<file path="src/rtl/wb_stage_pkg.sv">
// Shared writeback-stage types: result-select and load-type encodings plus the
// MEM/WB flow bundle carried from the memory stage.
package wb_stage_pkg;

  localparam int WB_XLEN = 32;

  typedef enum logic [1:0] {
    WB_SEL_ALU  = 2'd0,
    WB_SEL_LOAD = 2'd1,
    WB_SEL_PC4  = 2'd2,
    WB_SEL_RSVD = 2'd3
  } wb_sel_e;

  typedef enum logic [2:0] {
    LT_LB  = 3'b000,
    LT_LH  = 3'b001,
    LT_LW  = 3'b010,
    LT_LBU = 3'b100,
    LT_LHU = 3'b101
  } load_type_e;

  // load_type is kept as raw funct3 so unsupported encodings survive the register
  typedef struct packed {
    logic                 reg_write;
    logic [4:0]           rd;
    wb_sel_e              wb_sel;
    logic [2:0]           load_type;
    logic [WB_XLEN-1:0]   alu_result;
    logic [WB_XLEN-1:0]   pc_plus4;
    logic [WB_XLEN-1:0]   load_data;
  } mem_wb_t;

endpackage

</file>
<file path="src/rtl/wb_side_fifo.sv">
// Small FIFO holding side-unit (mul/div) results until the register-file
// write port is free; valid/ready on the push side, pop/empty on the drain side.
module wb_side_fifo #(
  parameter int DEPTH  = 2,
  parameter int DATA_W = 32
) (
  input  logic                         clk,
  input  logic                         rst_n,
  input  logic                         push_valid_i,
  output logic                         push_ready_o,
  input  logic [4:0]                   push_rd_i,
  input  logic [DATA_W-1:0]            push_data_i,
  input  logic                         pop_i,
  output logic                         empty_o,
  output logic [4:0]                   head_rd_o,
  output logic [DATA_W-1:0]            head_data_o,
  output logic [$clog2(DEPTH+1)-1:0]   count_o
);
  localparam int AW = $clog2(DEPTH);
  localparam int CW = $clog2(DEPTH + 1);

  logic [4:0]        rd_mem   [DEPTH];
  logic [DATA_W-1:0] data_mem [DEPTH];
  logic [AW-1:0]     wr_ptr_q, rd_ptr_q;
  logic [CW-1:0]     count_q;
  logic              push, pop;

  assign push_ready_o = (count_q != CW'(DEPTH));
  assign empty_o      = (count_q == '0);
  assign push         = push_valid_i & push_ready_o;
  assign pop          = pop_i & ~empty_o;
  assign head_rd_o    = rd_mem[rd_ptr_q];
  assign head_data_o  = data_mem[rd_ptr_q];
  assign count_o      = count_q;

  // Pointers wrap naturally because DEPTH is a power of two
  always_ff @(posedge clk or negedge rst_n) begin
    if (!rst_n) begin
      wr_ptr_q <= '0;
      rd_ptr_q <= '0;
      count_q  <= '0;
    end else begin
      if (push) wr_ptr_q <= wr_ptr_q + AW'(1);
      if (pop)  rd_ptr_q <= rd_ptr_q + AW'(1);
      case ({push, pop})
        2'b10:   count_q <= count_q + CW'(1);
        2'b01:   count_q <= count_q - CW'(1);
        default: count_q <= count_q;
      endcase
    end
  end

  always_ff @(posedge clk) begin
    if (push) begin
      rd_mem[wr_ptr_q]   <= push_rd_i;
      data_mem[wr_ptr_q] <= push_data_i;
    end
  end

endmodule

</file>
<file path="src/rtl/wb_stage.sv">
// RV32I writeback stage: MEM/WB register, load extension, arbitration between
// pipeline and queued side-unit results for the single register-file write port.
module wb_stage
  import wb_stage_pkg::*;
#(
  parameter int XLEN       = WB_XLEN,
  parameter int SIDE_DEPTH = 2
) (
  input  logic                              clk,
  input  logic                              reset,
  input  logic                              stall,
  input  logic                              flush,
  input  logic                              in_valid,
  input  logic                              in_reg_write,
  input  logic [4:0]                        in_rd_addr,
  input  logic [1:0]                        in_wb_sel,
  input  logic [XLEN-1:0]                   in_alu_result,
  input  logic [XLEN-1:0]                   in_pc_plus4,
  input  logic [XLEN-1:0]                   in_load_data,
  input  logic [2:0]                        in_load_type,
  input  logic                              lu_valid,
  output logic                              lu_ready,
  input  logic [4:0]                        lu_rd_addr,
  input  logic [XLEN-1:0]                   lu_data,
  output logic                              RegWrite,
  output logic [4:0]                        rd_addr,
  output logic [XLEN-1:0]                   rd_data,
  output logic                              retire_valid,
  output logic [63:0]                       instret,
  output logic [$clog2(SIDE_DEPTH+1)-1:0]   side_count
);

  mem_wb_t           mw_q, mw_d, mw_in;
  logic              wb_valid_q, wb_valid_d;
  logic              done_q, done_d;
  logic [63:0]       instret_q;
  logic              pipe_fire, pipe_wr;
  logic              side_empty, side_pop, side_wr;
  logic [4:0]        side_rd;
  logic [XLEN-1:0]   side_data;
  logic [XLEN-1:0]   result;

  function automatic logic [XLEN-1:0] load_ext(input logic [2:0]      lt,
                                                input logic [1:0]      lane,
                                                input logic [XLEN-1:0] word);
    logic [7:0]  b;
    logic [15:0] h;
    case (lane)
      2'd0:    b = word[7:0];
      2'd1:    b = word[15:8];
      2'd2:    b = word[23:16];
      default: b = word[31:24];
    endcase
    h = lane[1] ? word[31:16] : word[15:0];
    case (lt)
      LT_LB:   return {{(XLEN-8){b[7]}}, b};
      LT_LH:   return {{(XLEN-16){h[15]}}, h};
      LT_LW:   return word;
      LT_LBU:  return {{(XLEN-8){1'b0}}, b};
      LT_LHU:  return {{(XLEN-16){1'b0}}, h};
      default: return '0;
    endcase
  endfunction

  always_comb begin
    mw_in.reg_write  = in_reg_write;
    mw_in.rd         = in_rd_addr;
    mw_in.wb_sel     = wb_sel_e'(in_wb_sel);
    mw_in.load_type  = in_load_type;
    mw_in.alu_result = in_alu_result;
    mw_in.pc_plus4   = in_pc_plus4;
    mw_in.load_data  = in_load_data;
  end

  // done marks an instruction that already fired while held by stall
  always_comb begin
    mw_d       = mw_q;
    wb_valid_d = wb_valid_q;
    done_d     = done_q;
    if (flush) begin
      wb_valid_d = 1'b0;
      done_d     = 1'b0;
    end else if (stall) begin
      done_d     = wb_valid_q;
    end else begin
      mw_d       = mw_in;
      wb_valid_d = in_valid;
      done_d     = 1'b0;
    end
  end

  always_ff @(posedge clk or negedge reset) begin
    if (!reset) begin
      wb_valid_q <= 1'b0;
      done_q     <= 1'b0;
      instret_q  <= '0;
    end else begin
      wb_valid_q <= wb_valid_d;
      done_q     <= done_d;
      instret_q  <= instret_q + {63'd0, pipe_fire};
    end
  end

  always_ff @(posedge clk) begin
    mw_q <= mw_d;
  end

  assign pipe_fire = wb_valid_q & ~done_q;
  assign pipe_wr   = pipe_fire & mw_q.reg_write & (mw_q.rd != 5'd0);

  always_comb begin
    case (mw_q.wb_sel)
      WB_SEL_ALU:  result = mw_q.alu_result;
      WB_SEL_LOAD: result = load_ext(mw_q.load_type, mw_q.alu_result[1:0], mw_q.load_data);
      WB_SEL_PC4:  result = mw_q.pc_plus4;
      default:     result = '0;
    endcase
  end

  wb_side_fifo #(
    .DEPTH  (SIDE_DEPTH),
    .DATA_W (XLEN)
  ) u_side_fifo (
    .clk          (clk),
    .rst_n        (reset),
    .push_valid_i (lu_valid),
    .push_ready_o (lu_ready),
    .push_rd_i    (lu_rd_addr),
    .push_data_i  (lu_data),
    .pop_i        (side_pop),
    .empty_o      (side_empty),
    .head_rd_o    (side_rd),
    .head_data_o  (side_data),
    .count_o      (side_count)
  );

  // Side entries drain only into cycles the pipeline leaves free; x0 entries vanish
  assign side_pop = ~side_empty & ~pipe_wr;
  assign side_wr  = side_pop & (side_rd != 5'd0);

  always_comb begin
    RegWrite = 1'b0;
    rd_addr  = '0;
    rd_data  = '0;
    if (pipe_wr) begin
      RegWrite = 1'b1;
      rd_addr  = mw_q.rd;
      rd_data  = result;
    end else if (side_wr) begin
      RegWrite = 1'b1;
      rd_addr  = side_rd;
      rd_data  = side_data;
    end
  end

  assign retire_valid = pipe_fire;
  assign instret      = instret_q;

endmodule

</file>
<file path="config.mk">
export PLATFORM = sky130hd
export DESIGN_NAME = wb_stage
export DESIGN_NICKNAME = d
export VERILOG_FILES = /design/src/rtl/wb_stage_pkg.sv /design/src/rtl/wb_side_fifo.sv /design/src/rtl/wb_stage.sv
export SDC_FILE = /design/constraint.sdc
export NUM_CORES = 1
export LEC_CHECK = 0
export BUFFER_PORTS_ARGS = -buffer_cell sky130_fd_sc_hd__buf_2
export CAP_MARGIN = 10
export CORE_MARGIN = 3
export CORE_UTILIZATION = 42
export CTS_CLUSTER_DIAMETER = 40
export CTS_CLUSTER_SIZE = 30
export DETAILED_ROUTE_END_ITERATION = 6
export HOLD_SLACK_MARGIN = 0.1
export PLACE_DENSITY_LB_ADDON = 0.25
export SYNTH_ARGS = -nofsm -noshare
export SYNTH_HDL_FRONTEND = slang
export SYNTH_SLANG_ARGS = --single-unit
</file>
<file path="constraint.sdc">
create_clock -name clk -period 3.31 [get_ports clk]
set_clock_uncertainty 0.15 [all_clocks]
set_input_delay 0 -clock clk [delete_from_list [all_inputs] [get_ports clk]]
set_output_delay 0 -clock clk [all_outputs]
set_load 0.01 [all_outputs]
</file>
==> flow_results.xml, run 1 <==
<?xml version="1.0" encoding="UTF-8"?>
<metrics>
  <group name="run_status">
    <metric name="run_status" unit="">stopped before the end</metric>
    <metric name="haltStage" unit="">4_1_cts</metric>
    <metric name="run.stop_error" unit="">[ERROR RSZ-0060] Max buffer count reached.</metric>
  </group>
  <group name="synthesis">
    <metric name="yosysTopAreaCellShare" unit="">0.514</metric>
    <metric name="postSynth.topFlopCell" unit="">edfxtp_1</metric>
    <metric name="synth.top_cells.by_area" unit="">edfxtp_1 51%, dfrtp_1 17%, mux2i_1 5.1%</metric>
    <metric name="synth_nets" unit="">854</metric>
    <metric name="synthAdderAreaFrac" unit="">0.00355</metric>
    <metric name="post_synth_inst_count" unit="">701</metric>
    <metric name="netlist_top_cells_count" unit="">181 x edfxtp_1, 70 x dfrtp_1, 54 x mux2i_1, 54 x xnor2_1, 47 x nand2_1</metric>
    <metric name="synth_mux_area_frac" unit="">0.0863</metric>
    <metric name="ys.warnings.count" unit="">0</metric>
    <metric name="sequential_fraction_of_the_synthesis_area" unit="">0.680</metric>
    <metric name="yosys.area.top_type" unit="">edfxtp_1</metric>
    <metric name="synth_top_family_by_area" unit="">simple AND/OR/NAND/NOR gates</metric>
    <metric name="synth_edf_count" unit="">181</metric>
    <metric name="postSynthAreaPerCell" unit="sq um">15.1</metric>
    <metric name="syn-cell-area" unit="sq um">10600</metric>
    <metric name="yosys.cell_count.top_type" unit="">edfxtp_1</metric>
    <metric name="yosys.cell_types.count" unit="">46</metric>
    <metric name="synthSimpleGateAreaFrac" unit="">0.0951</metric>
    <metric name="post_synth_arst_share" unit="">0.279</metric>
    <metric name="yosys.area_share.xor_xnor" unit="">0.0555</metric>
    <metric name="synth_compound_area_frac" unit="">0.0611</metric>
    <metric name="synth.ff_latch_count" unit="">251</metric>
  </group>
  <group name="placed_design">
    <metric name="finalWeightedCongestion" unit="">0.817</metric>
    <metric name="port_buffers" unit="">255</metric>
    <metric name="dpl.hpwl" unit="um">19100</metric>
  </group>
  <group name="clock_tree">
    <metric name="clk_root_buffer_cell" unit="">clkbuf_16</metric>
    <metric name="cts_post_setup_buffers_inserted" unit="">0</metric>
    <metric name="cts_resized" unit="">1</metric>
    <metric name="clk_sinks" unit="">251</metric>
    <metric name="hold_buffer_count_at_cts" unit="">268</metric>
    <metric name="cts_made_buffers" unit="">39</metric>
    <metric name="cts-htree-levels" unit="">2</metric>
    <metric name="clockBufferDepth" unit="">3</metric>
  </group>
  <group name="floorplan">
    <metric name="boundaryPins" unit="">256</metric>
    <metric name="die_h" unit="um">165</metric>
    <metric name="initial_core_util" unit="">0.431</metric>
    <metric name="die_w" unit="um">165</metric>
    <metric name="rows" unit="">57</metric>
  </group>
</metrics>
logic make-up after synthesis:
group	after synthesis
DFF	251
and+or+nand+nor	183
AOI/OAI and AO/OA	84
muxes	78
xor gates and xnor gates	67
buffers and inverters	35
adders and majority gates	3
per-stage QoR:
stage                     area [sq um]   util  instances  hold slack [ns]  setup WS, ns
after floorplan                  10600      -        701           -0.446         0.361
after detailed placement         12200  0.498       1261           0.0281         0.503
after global placement           12200  0.498       1261           0.0262         0.541
==> run 2: changes to the inputs <==
--- a/config.mk
+++ b/config.mk
@@ -8,12 +8,9 @@
 export BUFFER_PORTS_ARGS = -buffer_cell sky130_fd_sc_hd__buf_2
 export CAP_MARGIN = 10
 export CORE_MARGIN = 3
-export CORE_UTILIZATION = 42
-export CTS_CLUSTER_DIAMETER = 40
-export CTS_CLUSTER_SIZE = 30
+export CORE_UTILIZATION = 27
 export DETAILED_ROUTE_END_ITERATION = 6
-export HOLD_SLACK_MARGIN = 0.1
-export PLACE_DENSITY_LB_ADDON = 0.25
+export PLACE_DENSITY_LB_ADDON = 0.15
 export SYNTH_ARGS = -nofsm -noshare
 export SYNTH_HDL_FRONTEND = slang
 export SYNTH_SLANG_ARGS = --single-unit
==> run 2 against run 1 <==
Against the previous run:
- synthesized cell count did not move
- the flow now finishes without violations
- synthesized area unchanged
==> flow_results.xml, run 2 <==
<?xml version="1.0" encoding="UTF-8"?>
<metrics>
  <group name="placed_design">
    <metric name="place_ws" unit="ns">0.543</metric>
    <metric name="finalWeightedCongestion" unit="">0.739</metric>
    <metric name="dpl.hpwl" unit="um">22300</metric>
    <metric name="port_buffers" unit="">255</metric>
  </group>
  <group name="power">
    <metric name="power.density_cell_area" unit="nW/um^2">591</metric>
    <metric name="worst_ir_drop_vdd" unit="uV">385</metric>
    <metric name="p_leak" unit="uW">0.00651</metric>
  </group>
  <group name="min_path">
    <metric name="hold_class" unit="">input pin to register</metric>
    <metric name="worstHoldStart" unit="">in_alu_result[2]</metric>
  </group>
  <group name="critical_path">
    <metric name="worst-endpoint-arrival" unit="ns">2.80</metric>
    <metric name="crit_required" unit="ns">3.16</metric>
    <metric name="critPathSlowestCell" unit="">or4_4</metric>
    <metric name="kind_of_critical_path" unit="">register to output port</metric>
    <metric name="worst_path_largest_cell_delay" unit="ns">0.58</metric>
    <metric name="crit_path_cell_trace" unit="">or4_4 -&gt; o21ai_4 -&gt; nand4bb_4 -&gt; buf_4 -&gt; a21oi_1 -&gt; a211o_1 -&gt; buf_2</metric>
    <metric name="crit_path_max_fanout" unit="">17</metric>
    <metric name="worst_setup_path_start_kind" unit="">register</metric>
    <metric name="timing.critical_path.from" unit="">mw_q[101]</metric>
    <metric name="r2r_path_start" unit="">wb_valid_q</metric>
    <metric name="critPathCaptureType" unit="">output port</metric>
  </group>
  <group name="route">
    <metric name="detailedRoute.firstIterationViolations" unit="">369</metric>
    <metric name="viasPerCell" unit="">4.52</metric>
    <metric name="wl_met3" unit="um">2080</metric>
    <metric name="drt_pass1_iterations" unit="">5</metric>
    <metric name="antenna_left" unit="">0</metric>
    <metric name="route.top_layer_used" unit="">met5</metric>
    <metric name="met2_wire_len" unit="um">15800</metric>
    <metric name="total_vias_in_the_final_route" unit="">7839</metric>
    <metric name="drc_errors" unit="">0</metric>
    <metric name="finalWirelength" unit="um">32800</metric>
    <metric name="wire_per_inst" unit="um">18.9</metric>
    <metric name="wl_met1" unit="um">14200</metric>
  </group>
  <group name="floorplan">
    <metric name="core_region_area" unit="sq um">38100</metric>
    <metric name="initial_core_util" unit="">0.277</metric>
    <metric name="die_w" unit="um">204</metric>
    <metric name="dieArea" unit="sq um">41600</metric>
    <metric name="rows" unit="">71</metric>
    <metric name="die_h" unit="um">204</metric>
    <metric name="boundaryPins" unit="">256</metric>
  </group>
  <group name="synthesis">
    <metric name="synth_edf_count" unit="">181</metric>
    <metric name="netlist_top_cells_count" unit="">181 x edfxtp_1, 70 x dfrtp_1, 54 x mux2i_1, 54 x xnor2_1, 47 x nand2_1</metric>
    <metric name="post_synth_arst_share" unit="">0.279</metric>
    <metric name="synth_nets" unit="">854</metric>
    <metric name="postSynthAreaPerCell" unit="sq um">15.1</metric>
    <metric name="synth.top_cells.by_area" unit="">edfxtp_1 51%, dfrtp_1 17%, mux2i_1 5.1%</metric>
    <metric name="ys.warnings.count" unit="">0</metric>
    <metric name="yosys.area.top_type" unit="">edfxtp_1</metric>
    <metric name="yosysTopAreaCellShare" unit="">0.514</metric>
    <metric name="syn-cell-area" unit="sq um">10600</metric>
    <metric name="postSynth.topFlopCell" unit="">edfxtp_1</metric>
    <metric name="yosys.cell_count.top_type" unit="">edfxtp_1</metric>
    <metric name="yosys.cell_types.count" unit="">46</metric>
    <metric name="sequential_fraction_of_the_synthesis_area" unit="">0.680</metric>
    <metric name="post_synth_inst_count" unit="">701</metric>
    <metric name="synth.ff_latch_count" unit="">251</metric>
  </group>
  <group name="layout">
    <metric name="finalNetCount" unit="">1355</metric>
    <metric name="fillCellCount" unit="">3626</metric>
    <metric name="layout.cells.most_common" unit="">buf_2</metric>
    <metric name="drive_gt1_frac" unit="">0.302</metric>
    <metric name="layout.area.seq" unit="sq um">7190</metric>
    <metric name="most_used_cells_in_the_layout_excluding_fill_and_tap_cells" unit="">255 x buf_2, 224 x dlygate4sd3_1, 181 x edfxtp_1</metric>
    <metric name="multi_input_comb_area" unit="sq um">3210</metric>
    <metric name="layout-area-overhead-vs-synth" unit="%">48.8</metric>
    <metric name="diodes" unit="">0</metric>
    <metric name="largest_register_ffs" unit="">107</metric>
    <metric name="top_register" unit="">mw_q</metric>
  </group>
  <group name="sta">
    <metric name="final.period_utilization" unit="">0.890</metric>
    <metric name="final.hold.worst_slack" unit="ns">0.0115</metric>
    <metric name="rsz0062_at_grt" unit="">no</metric>
    <metric name="max_slew.worst_pin.slew" unit="ns">0.781</metric>
    <metric name="final_critical_path_setup_slack" unit="ns">0.364</metric>
    <metric name="clock.fmax" unit="MHz">339</metric>
    <metric name="hold_viol" unit="">0</metric>
    <metric name="remaining_max_slew_budget_at_the_tightest_pin" unit="">0.475</metric>
    <metric name="fin_tns_setup" unit="ns">0</metric>
    <metric name="timing.final.max_slew_violations" unit="">0</metric>
    <metric name="report.final.setup_viol" unit="">0</metric>
    <metric name="timing.final.crit_period" unit="ns">2.95</metric>
  </group>
  <group name="clock_tree">
    <metric name="cts-htree-levels" unit="">1</metric>
    <metric name="clk_sinks" unit="">251</metric>
    <metric name="clockBufferDepth" unit="">3</metric>
    <metric name="cts_tree" unit="">yes</metric>
    <metric name="clk_pin_slew_worst_paths" unit="ns">0.06</metric>
    <metric name="clk_root_buffer_cell" unit="">clkbuf_16</metric>
    <metric name="clkLatencyLatePin" unit="ns">0.56</metric>
    <metric name="cts_made_buffers" unit="">31</metric>
  </group>
  <group name="run_status">
    <metric name="run_status" unit="">finished, final reports clean</metric>
  </group>
  <group name="flow_run">
    <metric name="max_cap_viol_count" unit="">0</metric>
  </group>
  <group name="grt">
    <metric name="initial_antenna_violation_count" unit="">2</metric>
    <metric name="number_of_global_route_vias_before_repair" unit="">8396</metric>
    <metric name="global_route.overflow_total" unit="">0</metric>
    <metric name="maximum_number_of_pins_on_one_net_before_global_route_repair" unit="">79</metric>
    <metric name="grt.total_usage" unit="">0.157</metric>
    <metric name="grt_pass1_wl" unit="um">50400</metric>
  </group>
</metrics>
-- run 2: cell counts after synthesis --
No cell type changed its count.
-- run 2: worst paths after layout --
path,depth (start not counted),end,slack [ns]
setup / recovery,7,rd_data[28],0.36
hold / removal,2,mw_q[66],0.01
setup reg to reg,9,instret[52],0.61
hold reg to reg,1,instret[63],0.33
max in group asynchronous,4,instret[14],2.18
min in group asynchronous,4,instret[50],0.41
-- run 2: cell families (layout without fill, tap and decap cells) --
family | after synthesis | after routing | synth area share
multiplexers | 78 | 78 | 0.0863
buffers and inverters | 35 | 557 | 0.0186
adder cells (fa/ha/maj) | 3 | 3 | 0.00355
AO/OA/AOI/OAI | 84 | 84 | 0.0611
flip-flops | 251 | 251 | 0.680
AND/OR/NAND/NOR | 183 | 183 | 0.0951
XOR/XNOR | 67 | 67 | 0.0555
-- run 2: final cells by class --
type                            count  share of cell area
Clock buffer                       42              0.0566
Tap cell                          511              0.0407
Inverter                            4            0.000955
Timing Repair Buffer              499               0.235
Sequential cell                   251               0.457
Multi-Input combinational cell    415               0.204
Clock inverter                     12             0.00533
-- run 2: what timing repair did --
| action | CTS | global route |
|---|---|---|
| hold buffers | 224 | 0 |
| gates resized for setup | 1 | 0 |
| endpoints found under the setup margin | 1 | 0 |
| endpoints found under the hold margin | 365 | 0 |
| setup buffers | 0 | 0 |
-- run 2: critical path, delay by kind of cell, from the launching register on --
| family | cells | cell delay (ns) |
|---|---|---|
| flops | 1 | 0.38 |
| compound gates | 3 | 0.53 |
| buf+inv | 2 | 0.37 |
| simple gates | 2 | 0.94 |
-- run 2: metrics by stage --
step | std cells | utilization | area [sq um] | total power (uW)
floorplan | 701 | - | 10600 | 5090
global placement | 1456 | 0.328 | 12500 | 5940
detailed placement | 1456 | 0.328 | 12500 | 5950
CTS | 1734 | 0.413 | 15700 | 9460
global route | 1734 | 0.413 | 15700 | 9760
finish | 1734 | 0.413 | 15700 | 9290
-- run 2: per-layer routing --
metal | global-route usage | up-vias
li1 | - | 3678
met1 | 0.203 | 3866
met2 | 0.268 | 243
met3 | 0.0395 | 48
met4 | 0.0324 | 4
met5 | 0 | -
-- run 2: power breakdown --
| group | internal, uW | switching (uW) | total (uW) | leakage, uW |
|---|---|---|---|---|
| registers | 3790 | 163 | 3960 | 0.00265 |
| clock network | 1940 | 1300 | 3240 | 0.000484 |
| logic | 964 | 1140 | 2100 | 0.00337 |
| total | 6700 | 2600 | 9290 | 0.00651 |
Note: power is estimated with default switching activity, not from simulation.
==> run 3: changes to the inputs <==
--- a/config.mk
+++ b/config.mk
@@ -7,6 +7,8 @@
 export LEC_CHECK = 0
 export BUFFER_PORTS_ARGS = -buffer_cell sky130_fd_sc_hd__buf_2
 export CAP_MARGIN = 10
+export CELL_PAD_IN_SITES_DETAIL_PLACEMENT = 0
+export CELL_PAD_IN_SITES_GLOBAL_PLACEMENT = 1
 export CORE_MARGIN = 3
 export CORE_UTILIZATION = 27
 export DETAILED_ROUTE_END_ITERATION = 6
==> run 3 against run 2 <==
Against the previous run:
- sequential share of layout area is 0.26 points lower
- combinational power hardly changed
- first-iteration DRC count is 20% higher
- clock-buffer cell count is 6 lower
- worst hold slack better by 0.0080 ns
- wire length is 1.0% higher
==> flow_results.xml, run 3 (synthesized netlist as in run 2, its figures left out) <==
<?xml version="1.0" encoding="UTF-8"?>
<metrics>
  <group name="placed_design">
    <metric name="place_ws" unit="ns">0.823</metric>
    <metric name="port_buffers" unit="">255</metric>
    <metric name="dpl.hpwl" unit="um">22200</metric>
    <metric name="finalWeightedCongestion" unit="">0.762</metric>
  </group>
  <group name="floorplan">
    <metric name="die_w" unit="um">204</metric>
    <metric name="core_region_area" unit="sq um">38100</metric>
    <metric name="initial_core_util" unit="">0.277</metric>
    <metric name="dieArea" unit="sq um">41600</metric>
    <metric name="boundaryPins" unit="">256</metric>
    <metric name="rows" unit="">71</metric>
    <metric name="die_h" unit="um">204</metric>
  </group>
  <group name="layout">
    <metric name="fillCellCount" unit="">3638</metric>
    <metric name="layout-area-overhead-vs-synth" unit="%">49.6</metric>
    <metric name="finalNetCount" unit="">1364</metric>
    <metric name="layout.area.seq" unit="sq um">7190</metric>
    <metric name="top_register" unit="">mw_q</metric>
    <metric name="largest_register_ffs" unit="">107</metric>
    <metric name="most_used_cells_in_the_layout_excluding_fill_and_tap_cells" unit="">255 x buf_2, 234 x dlygate4sd3_1, 181 x edfxtp_1</metric>
    <metric name="drive_gt1_frac" unit="">0.297</metric>
    <metric name="multi_input_comb_area" unit="sq um">3200</metric>
    <metric name="layout.cells.most_common" unit="">buf_2</metric>
  </group>
  <group name="min_path">
    <metric name="worstHoldEndpoint" unit="">mw_q[56]</metric>
    <metric name="worstHoldStart" unit="">in_pc_plus4[24]</metric>
    <metric name="hold_class" unit="">input pin to register</metric>
    <metric name="hold-path-cell-count" unit="">2</metric>
  </group>
  <group name="sta">
    <metric name="timing.final.max_slew_violations" unit="">0</metric>
    <metric name="remaining_max_slew_budget_at_the_tightest_pin" unit="">0.462</metric>
    <metric name="hold_viol" unit="">0</metric>
    <metric name="report.final.setup_viol" unit="">0</metric>
    <metric name="final_critical_path_setup_slack" unit="ns">0.333</metric>
    <metric name="final.period_utilization" unit="">0.899</metric>
    <metric name="timing.final.crit_period" unit="ns">2.98</metric>
    <metric name="fin_tns_setup" unit="ns">0</metric>
    <metric name="clock.fmax" unit="MHz">336</metric>
    <metric name="rsz0062_at_grt" unit="">no</metric>
    <metric name="max_slew.worst_pin.slew" unit="ns">0.801</metric>
  </group>
  <group name="route">
    <metric name="drc_errors" unit="">0</metric>
    <metric name="detailedRoute.firstIterationViolations" unit="">443</metric>
    <metric name="wl_met3" unit="um">1980</metric>
    <metric name="total_vias_in_the_final_route" unit="">7870</metric>
    <metric name="antenna_left" unit="">0</metric>
    <metric name="met2_wire_len" unit="um">15900</metric>
    <metric name="route.top_layer_used" unit="">met5</metric>
    <metric name="wl_met1" unit="um">14500</metric>
    <metric name="wire_per_inst" unit="um">19.0</metric>
    <metric name="viasPerCell" unit="">4.51</metric>
    <metric name="drt_pass1_iterations" unit="">5</metric>
    <metric name="finalWirelength" unit="um">33100</metric>
  </group>
  <group name="critical_path">
    <metric name="worst-endpoint-arrival" unit="ns">2.83</metric>
    <metric name="kind_of_critical_path" unit="">register to output port</metric>
    <metric name="crit_path_cell_trace" unit="">nor3b_2 -&gt; buf_4 -&gt; a21o_1 -&gt; a222oi_1 -&gt; or2_2 -&gt; o221ai_1 -&gt; buf_2</metric>
    <metric name="r2r_cells" unit="">9</metric>
    <metric name="critPathCaptureType" unit="">output port</metric>
    <metric name="critPathSlowestCell" unit="">edfxtp_1</metric>
    <metric name="crit_path_max_fanout" unit="">17</metric>
    <metric name="r2r_path_start" unit="">done_q</metric>
    <metric name="worst_path_largest_cell_delay" unit="ns">0.48</metric>
    <metric name="crit_required" unit="ns">3.16</metric>
    <metric name="critical_path.top_delay_family" unit="">compound AO/OA/AOI/OAI gates</metric>
    <metric name="regToRegSetupSlack" unit="ns">0.86</metric>
    <metric name="worst_setup_path_start_kind" unit="">register</metric>
    <metric name="r2r-end" unit="">instret[42]</metric>
    <metric name="sum_of_buffers_and_inverters_on_the_critical_path" unit="">2</metric>
  </group>
  <group name="clock_tree">
    <metric name="clk_root_buffer_cell" unit="">clkbuf_16</metric>
    <metric name="cts_tree" unit="">yes</metric>
    <metric name="clockBufferDepth" unit="">3</metric>
    <metric name="cts-htree-levels" unit="">1</metric>
    <metric name="cts_made_buffers" unit="">30</metric>
    <metric name="cts_resized" unit="">0</metric>
    <metric name="clkLatencyLatePin" unit="ns">0.55</metric>
    <metric name="clk_pin_slew_worst_paths" unit="ns">0.06</metric>
    <metric name="clk_sinks" unit="">251</metric>
  </group>
  <group name="flow_run">
    <metric name="max_cap_viol_count" unit="">0</metric>
  </group>
  <group name="power">
    <metric name="worst_ir_drop_vdd" unit="uV">367</metric>
    <metric name="p_leak" unit="uW">0.00654</metric>
    <metric name="total_power" unit="uW">9270</metric>
    <metric name="power.density_cell_area" unit="nW/um^2">586</metric>
  </group>
  <group name="grt">
    <metric name="grt_pass1_wl" unit="um">50400</metric>
    <metric name="number_of_global_route_vias_before_repair" unit="">8561</metric>
    <metric name="grt.total_usage" unit="">0.156</metric>
    <metric name="global_route.overflow_total" unit="">0</metric>
    <metric name="initial_antenna_violation_count" unit="">5</metric>
    <metric name="maximum_number_of_pins_on_one_net_before_global_route_repair" unit="">109</metric>
  </group>
  <group name="run_status">
    <metric name="run_status" unit="">finished, final reports clean</metric>
  </group>
</metrics>
run 3: how the worst max path moves through the flow:
stage	startpoint	end	slack, ns	cells past startpoint
global placement	done_q	instret[42]	0.87	9
detailed placement	done_q	instret[42]	0.82	9
floorplan	u_side_fifo.count_o[0]	u_side_fifo.data_mem[0][0]	0.36	3
finish	mw_q[96]	rd_data[2]	0.33	7
CTS	done_q	rd_data[13]	0.27	7
global route	done_q	rd_data[13]	0.16	7
run 3: power by group:
group	switching, uW	internal [uW]	leakage (uW)	total (uW)
clock network	1300	1890	0.000465	3190
logic	1130	975	0.00342	2110
registers	182	3790	0.00265	3980
run 3: stage by stage:
step	std cells	util	instance area (sq um)	hold WS [ns]
2_1_floorplan	701	-	10600	-0.446
3_3_place_gp	1455	0.328	12500	0.0147
3_5_place_dp	1455	0.328	12500	0.00143
4_1_cts	1744	0.415	15800	0.00120
5_1_grt	1746	0.415	15800	0.00127
6_report	1746	0.415	15800	0.0195
run 3: cell type report:
class | count | area share
Clock inverter | 19 | 0.0111
Inverter | 4 | 0.000949
Timing Repair Buffer | 509 | 0.241
Tap cell | 511 | 0.0404
Antenna cell | 1 | 0.000158
Sequential cell | 251 | 0.455
Clock buffer | 36 | 0.0489
Multi-Input combinational cell | 415 | 0.203
run 3: metal layers:
| layer | track usage | vias up |
|---|---|---|
| met3 | 0.0412 | 53 |
| met2 | 0.265 | 201 |
| met4 | 0.0322 | 8 |
| met1 | 0.203 | 3899 |
| li1 | - | 3709 |
| met5 | 0 | - |
run 3: repair_timing:
item	4_1_cts	5_1_grt
hold buffers	234	1
setup buffers	0	0
hold endpoints to repair	341	1
